### src/rtl/spi_slave_regs.sv
// SPI mode-0 slave bridging a two-byte {RW, addr} / data frame onto a simple
// register strobe interface, with all SPI inputs resynchronised into clk.
module spi_slave_regs #(
    parameter int unsigned SYNC_STAGES = 2
) (
    input  logic       clk,
    input  logic       rst_n,
    input  logic       spi_sck,
    input  logic       spi_cs,
    input  logic       spi_mosi,
    output logic       spi_miso,
    output logic       spi_miso_oe,
    output logic [6:0] reg_addr,
    output logic [7:0] reg_wdata,
    output logic       reg_we,
    output logic       reg_re,
    input  logic [7:0] reg_rdata,
    output logic       frame_err
);

    typedef enum logic [1:0] {IDLE, CMD, DATA, HOLD} state_t;

    state_t                 state;
    state_t                 state_next;
    logic [SYNC_STAGES-1:0] sck_sync;
    logic [SYNC_STAGES-1:0] cs_sync;
    logic [SYNC_STAGES-1:0] mosi_sync;
    logic [SYNC_STAGES-1:0] fill;
    logic                   sck_s;
    logic                   cs_s;
    logic                   mosi_s;
    logic                   sck_d;
    logic                   armed;
    logic [2:0]             bit_cnt;
    logic [6:0]             rx_sr;
    logic [6:0]             tx_sr;
    logic                   rw;
    logic                   rd_load;
    logic                   we_pend;
    logic                   sck_rise;
    logic                   sck_fall;
    logic                   sample_c;
    logic                   cmd_done_c;
    logic                   data_done_c;
    logic                   tx_shift_c;
    logic                   abort_c;

    assign sck_s  = sck_sync[SYNC_STAGES-1];
    assign cs_s   = cs_sync[SYNC_STAGES-1];
    assign mosi_s = mosi_sync[SYNC_STAGES-1];

    // Edges only count while the synchronised chip select is asserted.
    assign sck_rise = sck_s & ~sck_d & ~cs_s;
    assign sck_fall = ~sck_s & sck_d & ~cs_s;

    // Input synchronisers; armed stays low after reset until cs is seen high,
    // so a frame already in progress at reset release is skipped.
    always_ff @(posedge clk or negedge rst_n) begin
        if (!rst_n) begin
            sck_sync  <= '0;
            cs_sync   <= '1;
            mosi_sync <= '0;
            fill      <= '0;
            sck_d     <= 1'b0;
            armed     <= 1'b0;
        end else begin
            sck_sync  <= {sck_sync[SYNC_STAGES-2:0], spi_sck};
            cs_sync   <= {cs_sync[SYNC_STAGES-2:0], spi_cs};
            mosi_sync <= {mosi_sync[SYNC_STAGES-2:0], spi_mosi};
            fill      <= {fill[SYNC_STAGES-2:0], 1'b1};
            sck_d     <= sck_s;
            armed     <= armed | (fill[SYNC_STAGES-1] & cs_s);
        end
    end

    always_ff @(posedge clk or negedge rst_n) begin
        if (!rst_n) state <= IDLE;
        else        state <= state_next;
    end

    always_comb begin
        state_next  = state;
        sample_c    = 1'b0;
        cmd_done_c  = 1'b0;
        data_done_c = 1'b0;
        tx_shift_c  = 1'b0;
        abort_c     = 1'b0;
        case (state)
            IDLE: begin
                if (armed && !cs_s) state_next = CMD;
            end
            CMD: begin
                if (cs_s) begin
                    state_next = IDLE;
                    abort_c    = 1'b1;
                end else if (sck_rise) begin
                    sample_c = 1'b1;
                    if (bit_cnt == 3'd7) begin
                        cmd_done_c = 1'b1;
                        state_next = DATA;
                    end
                end
            end
            DATA: begin
                if (cs_s) begin
                    state_next = IDLE;
                    abort_c    = 1'b1;
                end else begin
                    if (sck_rise) begin
                        sample_c = 1'b1;
                        if (bit_cnt == 3'd7) begin
                            data_done_c = 1'b1;
                            state_next  = HOLD;
                        end
                    end
                    // The fall before the first data rise keeps bit 7 on the line.
                    if (sck_fall && bit_cnt != 3'd0) tx_shift_c = 1'b1;
                end
            end
            HOLD: begin
                if (cs_s) state_next = IDLE;
            end
            default: state_next = IDLE;
        endcase
    end

    always_ff @(posedge clk or negedge rst_n) begin
        if (!rst_n) begin
            bit_cnt     <= 3'd0;
            rx_sr       <= 7'd0;
            tx_sr       <= 7'd0;
            rw          <= 1'b0;
            rd_load     <= 1'b0;
            we_pend     <= 1'b0;
            reg_addr    <= 7'd0;
            reg_wdata   <= 8'd0;
            reg_we      <= 1'b0;
            reg_re      <= 1'b0;
            frame_err   <= 1'b0;
            spi_miso    <= 1'b0;
            spi_miso_oe <= 1'b0;
        end else begin
            reg_we    <= we_pend;
            we_pend   <= 1'b0;
            reg_re    <= 1'b0;
            rd_load   <= reg_re;
            frame_err <= abort_c;
            if (state == IDLE) bit_cnt <= 3'd0;
            if (sample_c) begin
                rx_sr   <= {rx_sr[5:0], mosi_s};
                bit_cnt <= bit_cnt + 3'd1;
            end
            if (cmd_done_c) begin
                reg_addr <= {rx_sr[5:0], mosi_s};
                rw       <= rx_sr[6];
                reg_re   <= rx_sr[6];
            end
            if (data_done_c && !rw) begin
                reg_wdata <= {rx_sr, mosi_s};
                we_pend   <= 1'b1;
            end
            // Read data arrives the cycle after reg_re.
            if (rd_load && state == DATA && !cs_s) begin
                tx_sr       <= reg_rdata[6:0];
                spi_miso    <= reg_rdata[7];
                spi_miso_oe <= 1'b1;
            end
            if (tx_shift_c) begin
                tx_sr    <= {tx_sr[5:0], 1'b0};
                spi_miso <= tx_sr[6];
            end
            if (state_next == IDLE) begin
                spi_miso    <= 1'b0;
                spi_miso_oe <= 1'b0;
            end
        end
    end

endmodule

### config.mk
export PLATFORM = sky130hd
export DESIGN_NAME = spi_slave_regs
export DESIGN_NICKNAME = d
export VERILOG_FILES = /design/src/rtl/spi_slave_regs.sv
export SDC_FILE = /design/constraint.sdc
export NUM_CORES = 1
export LEC_CHECK = 0
export CORE_MARGIN = 3
export CORE_UTILIZATION = 40
export CTS_BUF_LIST = sky130_fd_sc_hd__clkbuf_8 sky130_fd_sc_hd__clkbuf_16
export CTS_CLUSTER_SIZE = 40
export DETAILED_ROUTE_END_ITERATION = 10
export PLACE_DENSITY = 0.62
export SETUP_SLACK_MARGIN = 0.2
export SYNTH_ARGS = -nofsm -noshare
export SYNTH_HDL_FRONTEND = slang
export SYNTH_SLANG_ARGS = --single-unit
### constraint.sdc
create_clock -name clk -period 5.05 [get_ports clk]
set_clock_uncertainty 0.2 [all_clocks]
set_input_delay 0.505 -clock clk [delete_from_list [all_inputs] [get_ports clk]]
set_output_delay 0.505 -clock clk [all_outputs]
set_load 0.005 [all_outputs]
-- Word-level counts from Yosys, hierarchy flattened
Index checks and enable logic that the tools add are counted.
Widths: inputs -> output; s select.
- register bits: 52
- input bits: 13
- output and inout port bits: 20
- word-level logic and storage cells: 82
- add/subtract/negate cells: 1
- equality and inequality tests: 4
- muxes and demuxes: 33
- bitwise gates (word level): 9
- reductions and logical operators: 15
- operator list (operator ; count):
    $mux 1 ; 20
    $mux 2 ; 8
    $mux 7 ; 2
    $pmux 2 s4 ; 1
    $mux 3 ; 2
    $reduce_bool 2->1 ; 3
    $reduce_bool 3->1 ; 2
    $and 1x1->1 ; 5
    $logic_and 1x1->1 ; 5
    $eq 2x2->1 const B ; 2
    $logic_not 2->1 ; 2
    $add 3x1->3 const B ; 1
    $eq 3x3->1 const B ; 1
    $not 1->1 ; 3
    $eq 2x1->1 const B ; 1
    $logic_not 1->1 ; 2
    $reduce_or 2->1 ; 1
    $or 1x1->1 ; 1

-- Longest topological paths before layout
- depth after elaboration: 9
- depth in mapped cells: 7
- mapped depth without buffers: 6

-- Worst setup path after synthesis
No wires, ideal clock.
- kind: reg2reg
- from: register bit_cnt[0]
- to: register reg_addr[0]
- library setup time: 125 ps
- data arrival time: 1505 ps
- data required time: 4725 ps
- path slack: 3220 ps
- stages on the path, launching flop included: 6
- path buffers: 0
- period minus slack after synthesis: 1830 ps
- cells stage by stage: dfrtp_1 ha_1 ha_1 and4bb_2 nand2_2 mux2_2
- cells in the longest elaborated chain, start to end: 5
- RTL lines (item ; line ; RTL):
    start, declared ; 34 ; logic [2:0] bit_cnt;
    start signal, assigned ; 151 ; bit_cnt <= bit_cnt + 3'd1;
    $eq 3x3->1 ; 98 ; if (bit_cnt == 3'd7) begin
    $mux 1 ; 98 ;
    $mux 1 ; n/a ;
    $mux 1 ; 93 ; if (cs_s) begin
    $mux 1 ; 88 ; case (state)
    end signal, assigned ; 154 ; reg_addr <= {rx_sr[5:0], mosi_s};
    end, declared ; 13 ; output logic [6:0] reg_addr,
Every way passes these cells.
A chain may end at the register's enable or synchronous reset.

-- Final worst setup path
- from: register state[0]
- to: register spi_miso
- cells in the longest elaborated chain, start to end: 6
- elaborated cells on any way between the ends: 20
- those cells by class: eq/ne: 3; mux: 12; reduce/logical: 5
- RTL lines (item ; line ; RTL):
    start, declared ; 23 ; state_t state;
    start signal, assigned ; 78 ; else state <= state_next;
    $mux 2, on equally long branches ; 111, 98 ;
    $mux 2, on equally long branches ; 109, 96 ;
    $mux 2, on equally long branches ; 105, 93 ;
    $pmux 2 s4 ; 88 ;
    $logic_not 2->1 ; 172 ; if (state_next == IDLE) begin
    $reduce_bool 3->1 (no source line) or $mux 1 (tied branches) ; n/a ;
    end signal, assigned ; 165 ; spi_miso <= reg_rdata[7];
    end signal, assigned ; 170 ; spi_miso <= tx_sr[6];
    end, declared ; 11 ; output logic spi_miso,
Parallel ways exist; a longest one is shown, timed or not.

==> results.toml <==
[status]
status = "complete, no violations"

[setup_path]
cp.required_ps = 5020
cpPeakStageDelay_ps = 440
crit_buf_inv = 1
critical_path_class = "reg -> reg"
crit_chain = "inv_1 -> ha_1 -> nand3b_1 -> mux2_4 -> mux2i_1 -> a21oi_1"
cp_max_fo = 9
slowest_stage = "nand3b_1"
cp_top_family = "multiplexers"
start_kind = "flop"
crit_arrival_ps = 2250
end_kind = "flop"

[timing]
hold_slack_ps = 110
relSlewSlack_pct = 57.4
maxSlewViolCount = 0
finalCritPeriodShare_pct = 45.1
fin_tns_setup_ps = 0
period_needed_ps = 2280
worst_pin_slew_ps = 640
setup_viol_count_final = 0
rsz0062_at_grt = "false"
fmax_mhz = 439
hold_viol = 0
timing.final.ws_setup_ps = 2770

[floorplanning]
ios = 33
start_util_pct = 43.0
core.rowCount = 25
die_area_um2 = 6180
core_area_um2 = 4910
die_h_um = 78.6
die_x_um = 78.6

[clocking]
clock_latency_ps = 300
cts_buffers = 5
htree_levels = 2
clockBufferDepth = 2
root_buffer = "clkbuf_8"
cts_hold_buffers = 0
ctsResizeCount = 0
cts.sinks = 52
clk_pin_slew_ps = 90
cts_tree = "done"
postCtsSetupRepairBufs = 0

[grt]
busiest_layer = "met2"
met1_usage_pct = 16.4
grt_pass1_vias = 1419
grt_max_degree = 53
antenna_found_initial = 0
grtUsageMet2_pct = 23.9
use_met3_pct = 4.36
track_usage_pct = 13.8
overflow = 0
grt_pass1_wl_mm = 6.73

[detailed_routing]
wl_per_cell_um = 14.2
wirelength_mm = 3.64
vias = 1266
avgViaCountPerCell = 4.95
first_iter_violations = 89
firstDrtPassIters = 4
ant_nets = 0
drcViolationCount = 0

[power_and_ir_drop]
leakagePower_nw = 1.25
power_density_nw_per_um2 = 312
max-vdd-ir-drop_mv = 0.193
finalPower_uw = 799

[synthesis]
async_reset_ff_share_pct = 100
yosysTopAreaCellShare_pct = 59.3
netlist_area_um2 = 2110
ys_seq_area_share_pct = 61.8
syn_nets = 172
ys_warn_count = 0
syn-instance-count = 152
synth-edff-count = 0
ys_ff_latch = 52
synth.area.top_cells = "dfrtp_1 (59%), mux2_2 (11%), ha_1 (4.1%)"
yosys_most_used_dff = "dfrtp_1"
ys_types = 32
yosys.area.top_type = "dfrtp_1"
avgSynthCellArea_um2 = 13.9

[layout]
final_cell_mix = "dfrtp_1 (50), clkdlybuf4s50_1 (31), mux2_2 (20)"
syn_to_final_growth_pct = 21.3
fin_util_pct = 52.1
layout.nets = 208
drive_gt1_share_pct = 19.6
final_common_cell = "dfrtp_1"
diodes = 0

[placed_design]
dp_hpwl_mm = 2.49
gp_congestion = 0.764
io_buffers = 32
dp_slack_ps = 2790

[worst_hold_path]
min_path_type = "in -> async"

[flow_run]
cap_violations = 0
## state kept, by name (all words and copies together), names as in the netlist, 3 cells and up
register and cells:
tx_sr 7, bit_cnt 3, rx_sr 7, reg_wdata 8, reg_addr 7
## metal layers
| metal | vias up | share of wire [%] |
|---|---|---|
| met4 | 0 | 1.3 |
| met2 | 31 | 52 |
| met3 | 5 | 6.0 |
| met1 | 640 | 41 |
| met5 | - | 0 |
| li1 | 590 | - |
## cell families (layout without fill, tap and decap cells)
| kind of cell | Yosys count | after routing | share of synthesized area [%] |
|---|---|---|---|
| buffers and inverters | 13 | 50 | 3.44 |
| multiplexers | 29 | 29 | 15.2 |
| AND/OR/NAND/NOR | 29 | 29 | 8.65 |
| adder cells (fa/ha/maj) | 7 | 7 | 4.15 |
| AO/OA/AOI/OAI | 21 | 21 | 6.64 |
| flip-flops | 52 | 52 | 61.8 |
| other | 1 | 1 | 0.178 |
## report_power, final
part           switching [mW]  internal (mW)  total [mW]  leakage, nW
Combinational          0.0520         0.0498       0.102        0.544
Clock                   0.129         0.0936       0.223       0.0505
Sequential             0.0269          0.448       0.475        0.656
## synthesized netlist by cell type, types with 2 or more instances
cell       number
dfrtp_1        50
mux2_2         20
nand2_1        12
o21ai_0        10
inv_1           9
mux2i_1         8
ha_1            7
nor2_1          4
buf_6           3
a21o_1          2
a21oi_1         2
dfstp_2         2
nand2b_1        2
nand4bb_1       2
o31ai_1         2
## worst reg2reg max path: stages (launching register included)
cell      delay, ps
dfrtp_1         430
inv_1           120
ha_1            340
nand3b_1        440
mux2_4          440
mux2i_1         140
a21oi_1          50
## path summary, 6_finish.rpt
check / from / to / slack, ps / cells after the start
max: state[0] / spi_miso / 2770 / 6
min reg2reg: sck_sync[0] / sck_sync[1] / 160 / 0
max in group asynchronous: rst_n / reg_addr[3] / 4110 / 2
min in group clk: sck_sync[0] / sck_sync[1] / 160 / 0
min: rst_n / spi_miso / 110 / 2
max reg2reg: state[0] / spi_miso / 2770 / 6
## final cells by class
cell class	count	area (um2)
clock buffers	5	68.8
clock inverters	3	12.5
well taps	67	83.8
inverters	9	33.8
flip-flops and latches	52	1300
repair buffers	33	323
fillers	433	2350
multi-input cells	87	734
## through the flow
stage / instances / area [um2]
2_1_floorplan: 152 / 2110
3_3_place_gp: 248 / 2480
3_5_place_dp: 248 / 2480
4_1_cts: 256 / 2560
5_1_grt: 256 / 2560
6_report: 256 / 2560
Note: power is estimated with default switching activity, not from simulation.
